`src/rtl/disp_pkg.sv`:
```
// Shared types and constants for the two-digit display scheduler:
// source FSM states, blank pattern and active-low digit table {a,b,c,d,e,f,g}.
package disp_pkg;

   typedef enum logic {LOC = 1'b0, IR = 1'b1} state_t;

   localparam logic [6:0] SEG_BLANK = 7'b1111111;

   // Index 9 first: packed concatenation fills from the MSB entry down.
   localparam logic [9:0][6:0] SEG_TBL = {
      7'b0000100, 7'b0000000, 7'b0001111, 7'b0100000, 7'b0100100,
      7'b1001100, 7'b0000110, 7'b0010010, 7'b1001111, 7'b0000001
   };

   function automatic logic [6:0] clamp99(input logic [7:0] v);
      return (v > 8'd99) ? 7'd99 : v[6:0];
   endfunction

endpackage

```
`src/rtl/seg7_enc.sv`:
```
// Digit-to-segment lookup, active-low; codes above 9 render blank.
module seg7_enc
   import disp_pkg::*;
(
   input  logic [3:0] digit,
   output logic [6:0] pat
);

   always_comb begin
      pat = SEG_BLANK;
      if (digit <= 4'd9) pat = SEG_TBL[digit];
   end

endmodule

```
`src/rtl/disp_sched.sv`:
```
// Two-digit multiplexed display: local level source vs. held remote value.
// Build option LEAD_BLANK_EN blanks a zero tens digit.
module disp_sched
   import disp_pkg::*;
#(
   parameter int SCAN_DIV   = 50000,
   parameter int HOLD_SCANS = 2000
) (
   input  logic       clk,
   input  logic       rst_n,
   input  logic       ir_valid,
   input  logic [7:0] ir_val,
   input  logic       ir_sign,
   input  logic [7:0] loc_val,
   input  logic       loc_sign,
   output logic [6:0] seg,
   output logic [1:0] an,
   output logic       sign_led,
   output logic       src_ir,
   output logic       ovf
);

   localparam int PW = $clog2(SCAN_DIV);
   localparam int HW = $clog2(HOLD_SCANS + 1);
   localparam logic [PW-1:0] PS_LAST  = PW'(SCAN_DIV - 1);
   localparam logic [HW-1:0] HOLD_MAX = HW'(HOLD_SCANS);

   state_t        state, state_nxt;
   logic [PW-1:0] ps_cnt;
   logic [HW-1:0] hold, hold_nxt;
   logic [6:0]    mag, mag_nxt;
   logic          neg_nxt, ovf_nxt, tick;
   logic [1:0]    an_nxt;
   logic [3:0]    tens, units, digit;
   logic [6:0]    pat, seg_nxt;

   assign tick = (ps_cnt == PS_LAST);

   always_ff @(posedge clk) begin
      if (!rst_n) state <= LOC;
      else        state <= state_nxt;
   end

   // ir_valid outranks hold expiry so a fresh remote value is never dropped.
   always_comb begin
      state_nxt = state;
      hold_nxt  = hold;
      mag_nxt   = mag;
      neg_nxt   = sign_led;
      ovf_nxt   = ovf;
      case (state)
         LOC:     if (ir_valid) state_nxt = IR;
         IR:      if (!ir_valid && hold == HOLD_MAX) state_nxt = LOC;
         default: state_nxt = LOC;
      endcase
      if (ir_valid) begin
         hold_nxt = '0;
         mag_nxt  = clamp99(ir_val);
         neg_nxt  = ir_sign;
         ovf_nxt  = (ir_val > 8'd99);
      end else if (state_nxt == LOC) begin
         hold_nxt = '0;
         mag_nxt  = clamp99(loc_val);
         neg_nxt  = loc_sign;
         ovf_nxt  = (loc_val > 8'd99);
      end else if (tick && hold != HOLD_MAX) begin
         hold_nxt = hold + 1'b1;
      end
   end

   // Segments are decoded from next-cycle values so seg, an and value move together.
   assign an_nxt = tick ? ~an : an;
   assign tens   = 4'(mag_nxt / 7'd10);
   assign units  = 4'(mag_nxt % 7'd10);
   assign digit  = (an_nxt == 2'b10) ? units : tens;

   seg7_enc u_enc (.digit(digit), .pat(pat));

   always_comb begin
      seg_nxt = pat;
`ifdef LEAD_BLANK_EN
      if (an_nxt == 2'b01 && tens == 4'd0) seg_nxt = SEG_BLANK;
`else
      seg_nxt = pat;
`endif
   end

   always_ff @(posedge clk) begin
      if (!rst_n) begin
         ps_cnt   <= '0;
         hold     <= '0;
         mag      <= '0;
         sign_led <= 1'b0;
         ovf      <= 1'b0;
         src_ir   <= 1'b0;
         an       <= 2'b10;
         seg      <= SEG_TBL[0];
      end else begin
         ps_cnt   <= tick ? '0 : ps_cnt + 1'b1;
         hold     <= hold_nxt;
         mag      <= mag_nxt;
         sign_led <= neg_nxt;
         ovf      <= ovf_nxt;
         src_ir   <= (state_nxt == IR);
         an       <= an_nxt;
         seg      <= seg_nxt;
      end
   end

endmodule

```
`config.mk`:
```
export PLATFORM = sky130hd
export DESIGN_NAME = disp_sched
export DESIGN_NICKNAME = d
export VERILOG_FILES = /design/src/rtl/disp_pkg.sv /design/src/rtl/seg7_enc.sv /design/src/rtl/disp_sched.sv
export SDC_FILE = /design/constraint.sdc
export NUM_CORES = 1
export LEC_CHECK = 0
export ABC_AREA = 1
export CAP_MARGIN = 20
export CORE_MARGIN = 8
export CORE_UTILIZATION = 35
export DETAILED_ROUTE_END_ITERATION = 7
export HOLD_SLACK_MARGIN = 0.03
export PLACE_DENSITY = 0.64
export SLEW_MARGIN = 0
export SYNTH_ARGS = -nofsm -noshare
export SYNTH_HDL_FRONTEND = slang
export SYNTH_HIERARCHICAL = 1
export SYNTH_SLANG_ARGS = --single-unit
```
`constraint.sdc`:
```
create_clock -name clk -period 4.2 [get_ports clk]
set_clock_uncertainty 0.2 [all_clocks]
set_input_delay 0.63 -clock clk [delete_from_list [all_inputs] [get_ports clk]]
set_output_delay 0.63 -clock clk [all_outputs]
set_load 0.05 [all_outputs]
```
# After elaboration in Yosys (flattened, before gate mapping)
# Memory sizes are Yosys's and may differ from the RTL's.
# Index checks and enable logic that the tools add are counted.
op_classes:
  n_addsub: 2
  n_mul: 0
  div_mod_pow: 2
  n_lt_le_gt_ge: 4
  n_eq_ne: 5
  n_shift: 0
  muxes: 15
  bitwise: 4
  reduce_logical: 6
ops:
  columns: ["operator", "count"]
  rows:
  - ["7-bit two-way mux", 6]
  - ["16-bit by 1-bit adder with 16-bit output (second input constant)", 1]
  - ["16-bit equality test (second input constant)", 1]
  - ["8-bit by 7-bit greater-than comparator with 1-bit output (second input constant)", 2]
  - ["11-bit by 1-bit adder with 11-bit output (second input constant)", 1]
  - ["11-bit equality test (second input constant)", 1]
  - ["11-bit inequality test (second input constant)", 1]
  - ["7-bit by 4-bit divider with 7-bit output (second input constant)", 1]
  - ["7-bit by 4-bit remainder unit with 7-bit output (second input constant)", 1]
  - ["1-bit two-way mux", 6]
  - ["4-bit by 5-bit < comparator with 1-bit output (second input constant)", 1]
  - ["4-bit <= comparator (second input constant)", 1]
  - ["4-bit two-way mux", 1]
  - ["1-bit inverter", 3]
  - ["3-bit OR reduction", 1]
  - ["2-bit equality test (second input constant)", 1]
  - ["1-bit logical AND", 2]
  - ["2-bit two-way mux", 1]
  - ["2-bit inequality test (second input constant)", 1]
  - ["2-bit inverter", 1]
  - ["1-bit case mux with 2 select lines", 1]
  - ["2-bit AND reduction", 1]
  - ["2-bit OR reduction", 1]
  - ["1-bit zero test", 1]
word_totals:
  register_bits: 46
  latchBits: 0
  ram_bits: 0
  romBits: 112
  memories: 1
memory_table:
  columns: ["name", "depth", "width", "rd", "rd_clocked_by_memory_dff", "write_ports", "line_no", "source"]
  rows:
  - ["(no name shown)", 16, 7, 1, 0, 0, "seg7_enc.sv:11", "if (digit <= 4'd9) pat = SEG_TBL[digit];"]

# Depth between registers and ports, before layout
depth:
  word_depth: 11
  mapped_depth: 36

# Modules after synthesis
# Netlist, hierarchy kept.
by_module_without_submodules:
  columns: ["mod", "instances", "cells_each", "area_per_inst_um2"]
  rows:
  - ["disp_sched", 1, 366, 2556.2]
  - ["seg7_enc", 1, 31, 196.4]

# Least setup slack after synthesis
# No wires, ideal clock.
synth_path:
  path_kind: "register to register"
  startpoint: "register hold[0]"
  endpoint: "register seg[0]"
  setup_time_ns: 0.123
  arrival_ns: 3.406
  setup_slack_ns: 0.471
  path_stages_with_launch: 31
  path_cell_list: "dfxtp_1 inv_1 ha_1 nand2_1 nor2_2 nand3_4 nand2_4 nand2_4 nor2_4 nor2_2 o21ai_1 nand2_2 nand2_4 or2_4 nand2_4 nand3_1 nand2_1 inv_1 ha_1 inv_1 nand3_4 nand4_1 nand2_1 nand2_1 nand2_1 inv_1 ha_1 nand2_2 nand3_4 o21ai_2 or2_2"
synth_between:
  elab_chain_len: 10
synth_rtl:
  columns: ["element", "line_no", "source"]
  rows:
  - ["start, declared", "disp_sched.sv:30", "logic [HW-1:0] hold, hold_nxt;"]
  - ["start signal, assigned", "disp_sched.sv:100", "hold <= hold_nxt;"]
  - ["11-bit equality test (*)", "disp_sched.sv:53", "IR: if (!ir_valid && hold == HOLD_MAX) state_nxt = LOC;"]
  - ["1-bit logical AND (*)", "disp_sched.sv:53", null]
  - ["1-bit two-way mux (*)", "disp_sched.sv:53", null]
  - ["1-bit case mux with 2 select lines (*)", "disp_sched.sv:51", "case (state)"]
  - ["7-bit two-way mux (*)", "disp_sched.sv:61", "end else if (state_nxt == LOC) begin"]
  - ["7-bit two-way mux (*)", "disp_sched.sv:56", "if (ir_valid) begin"]
  - ["7-bit by 4-bit divider with 7-bit output / 7-bit by 4-bit remainder unit with 7-bit output (equally long branches)", "disp_sched.sv:73, disp_sched.sv:74", null]
  - ["4-bit two-way mux (*)", "disp_sched.sv:75", "assign digit = (an_nxt == 2'b10) ? units : tens;"]
  - ["net digit[1]", "disp_sched.sv:34", "logic [3:0] tens, units, digit;"]
  - ["memory read 16 x 7 bit / 4-bit <= comparator (equally long branches)", null, null]
  - ["7-bit two-way mux (not written as such) / 2-bit AND reduction (equally long branches)", null, null]
  - ["end signal, assigned", "disp_sched.sv:97", "seg <= SEG_TBL[0];"]
  - ["end signal, assigned", "disp_sched.sv:106", "seg <= seg_nxt;"]
  - ["end, declared", "disp_sched.sv:16", "output logic [6:0] seg,"]
# The timed path passes the listed nets; every way through them passes the cells marked *. The select of a mux whose other input is x is not followed.
# A chain may end at the register's enable or synchronous reset.

# Worst setup path in the final report
layout_path:
  startpoint: "input port ir_val[6]"
  endpoint: "register seg[2]"
layout_between:
  elab_chain_len: 8
layout_rtl:
  columns: ["element", "line_no", "source"]
  rows:
  - ["start, declared", "disp_sched.sv:12", "input logic [7:0] ir_val,"]
  - ["8-bit by 7-bit greater-than comparator with 1-bit output", "disp_pkg.sv:16", "return (v > 8'd99) ? 7'd99 : v[6:0];"]
  - ["7-bit two-way mux (*)", "disp_pkg.sv:16", null]
  - ["7-bit two-way mux (*)", "disp_sched.sv:56", null]
  - ["7-bit by 4-bit divider with 7-bit output / 7-bit by 4-bit remainder unit with 7-bit output (equally long branches)", "disp_sched.sv:73, disp_sched.sv:74", null]
  - ["4-bit two-way mux (*)", "disp_sched.sv:75", null]
  - ["net digit[1]", "disp_sched.sv:34", null]
  - ["memory read 16 x 7 bit", null, null]
  - ["7-bit two-way mux (not written as such)", "seg7_enc.sv:11", null]
  - ["7-bit two-way mux (*)", "seg7_enc.sv:11", null]
  - ["net pat[2]", "disp_sched.sv:35", "logic [6:0] pat, seg_nxt;"]
# Marked as above.

==> flow_metrics.py <==
metrics = {
    "logic_synthesis": {
        "netlist_area_um2": 2750,
        "synth_nets": 427,
        "ys_seq_elements": 46,
        "yosysUniqueCellTypes": 37,
        "synth_edf_count": 0,
        "ys_seq_area_frac": 0.335,
        "synthFlopType": "dfxtp_1",
        "yosys.area.top_type": "dfxtp_1",
        "synth.top_cell.area_share": 0.335,
        "ys_async_sr_fraction": 0,
        "ys_top_cells_by_area": "dfxtp_1, nand2_1, inv_1",
        "yosys_warnings": 6,
        "avgSynthCellArea_um2": 6.93,
        "synthCells": 397,
        "yosys-top-cells-count": "nand2_1, inv_1, dfxtp_1, nor2_1, a21oi_1",
        "yosysMostFrequentCell": "nand2_1",
    },
    "timing": {
        "hold_viol": 0,
        "slew_viol_final": 0,
        "period_share": 0.944,
        "final-setup-viol-count": 0,
        "worst_pin_slew_ns": 0.603,
        "whs_ns": 0.253,
        "max_freq_mhz": 252,
        "worst_slack_ns": 0.234,
        "fin_crit_ns": 3.97,
        "slew_headroom": 0.594,
    },
    "global_routing": {
        "antenna_found_initial": 0,
        "overflow": 0,
        "grt_pass1_wl_um": 11000,
        "grt_pass1_vias": 2523,
        "grt_max_degree": 15,
        "grt_use_total": 0.116,
    },
    "run_status": {
        "status": "finished, final reports clean",
    },
    "clocking": {
        "cts_buffers": 5,
        "clock_latency_ns": 0.30,
        "htreeDepth": 2,
        "clock_sinks": 46,
        "clock_tree.buffer_depth": 2,
        "cts_hold_buf": 0,
        "clkSlewWorstSetupHoldPaths_ns": 0.09,
        "root_buffer": "clkbuf_8",
        "cts_tree": "built",
    },
    "power_and_ir_drop": {
        "p_leak_uw": 0.00172,
        "ir_worst_vdd_v": 0.000306,
        "p_per_area_nw_per_um2": 412,
    },
    "layout": {
        "fillers": 769,
        "finish.instance_area_um2": 3770,
        "multi_input_area_um2": 1640,
        "seq_area_um2": 923,
        "drive_above_1_share": 0.256,
        "final_cells": 582,
        "antenna-diode-count": 0,
        "fin_util": 0.490,
        "nets": 509,
        "areaGrowthSynthToFinish_pct": 36.9,
    },
    "worst_setup_path": {
        "cp-end-kind": "flip-flop",
        "arrival_ns": 4.02,
        "path_common_cell": "nand2_2",
        "crit_type": "primary input to flip-flop",
        "slowest_stage": "clkdlybuf4s50_1",
        "slowest_delay_ns": 0.50,
        "worst_setup_path_start_kind": "primary input",
        "crit_path_max_fanout": 5,
        "cp.required_ns": 4.25,
    },
    "routing": {
        "drt_iter0_markers": 75,
        "viasPerCell": 4.62,
        "drc": 0,
        "wl_um": 6560,
        "post_drt_wl_per_cell_um": 11.3,
        "first_pass_iters": 4,
        "vias": 2688,
        "drtAntennaViolNets": 0,
    },
    "placed_design": {
        "portBuffers": 32,
        "dp_slack_ns": -0.263,
        "gp_congestion": 0.854,
        "dp_hpwl_um": 4990,
        "dp_cells": 565,
        "place_area_um2": 3460,
    },
    "floorplanning": {
        "start_util": 0.358,
        "core_area_um2": 7690,
        "die_h_um": 105,
        "num_io_pins": 33,
        "die_w_um": 105,
        "die-area_um2": 11000,
        "rows": 32,
    },
    "run": {
        "timing.max_cap.violations": 0,
    },
    "hold_path": {
        "min_path_type": "flip-flop to flip-flop",
    },
}
==> where the power goes <==
part / total [uW] / switching, uW / internal (uW)
Clock: 302 / 152 / 151
Sequential: 485 / 11.4 / 474
Combinational: 763 / 450 / 313
Total: 1550 / 613 / 938
==> cell usage in the layout, fill, tap and decap left out, types with 2 or more instances in the layout <==
cell type | synthesis | final
a21oi_1 | 23 | 23
buf_4 | 0 | 45
nor2_1 | 40 | 38
nor2_4 | 3 | 5
nand3_2 | 8 | 6
xor2_1 | 2 | 2
nand2_4 | 6 | 8
nor3_1 | 6 | 6
inv_4 | 0 | 3
ha_4 | 0 | 2
dfxtp_2 | 0 | 2
or2_2 | 3 | 3
nor2_2 | 4 | 4
o21ai_2 | 1 | 3
nand3_4 | 4 | 7
ha_1 | 9 | 5
nand4_1 | 12 | 12
nand2_2 | 12 | 13
nor3b_1 | 2 | 2
clkdlybuf4s50_1 | 0 | 25
o21a_1 | 3 | 3
nand2_1 | 77 | 74
dfxtp_1 | 46 | 44
nand3_1 | 20 | 19
inv_1 | 68 | 63
o21ai_1 | 3 | 4
dlymetal6s2s_1 | 0 | 7
clkbuf_8 | 0 | 7
inv_2 | 7 | 9
a31oi_1 | 2 | 2
ha_2 | 0 | 2
nor4_1 | 5 | 5
o21ai_0 | 18 | 15
==> layout make-up <==
type,count,share of cell area
clock buffer,7,0.0256
multi-input combinational,273,0.436
tap,102,0.0339
clock inverter,1,0.00232
timing repair buffer,77,0.179
inverter,76,0.0777
sequential,46,0.245
==> per-stage QoR <==
step	power, uW	TNS [ns]
global placement	1180	-0.645
finish	1550	0
detailed placement	1190	-1.14
CTS	1490	0
floorplan	950	0
global route	1660	-0.107
==> what timing repair did <==
item	in CTS	in global routing
setup buffers	0	9
resized for setup	0	42
setup endpoints to repair	0	7
==> cells by family (layout without fill, tap and decap cells) <==
family,after synthesis,in the layout,synth area share
DFF,46,46,0.335
xor gates and xnor gates,3,3,0.00955
adders and majority gates,9,9,0.0409
AOI/OAI and AO/OA,55,55,0.110
and+or+nand+nor,206,206,0.398
buffers and inverters,78,161,0.106
==> path summary, 6_finish.rpt <==
check        slack [ns]  cells after the start                  from              endpoint
max reg2reg        0.27                     34  hold[0]$_SDFFE_PP0P_     seg[2]$_SDFF_PN0_
min                0.25                      1  ps_cnt[0]$_SDFF_PP0_  ps_cnt[0]$_SDFF_PP0_
min reg2reg        0.25                      1  ps_cnt[0]$_SDFF_PP0_  ps_cnt[0]$_SDFF_PP0_
max                0.23                     32             ir_val[6]     seg[2]$_SDFF_PN0_
==> critical path: cells and delay by family <==
kind                       cells  cell delay (ns)
and+or+nand+nor               21             1.77
AOI/OAI and AO/OA              1             0.18
adders and majority gates      2             0.35
buffers and inverters          8             1.07
==> registers in the layout (all words and copies together) (netlist names) <==
signal    flops
ovf           1
sign_led      1
an            2
src_ir        1
seg           7
ps_cnt       16
mag           7
hold         11
==> routing by layer <==
metal,vias up,global-route usage,part of all wire
li1,1428,-,-
met1,1213,0.144,0.47
met2,39,0.199,0.48
met3,8,0.0240,0.038
met4,0,0.0296,0.013
met5,-,0,0
No activity file was read; power rests on OpenSTA's default activity.
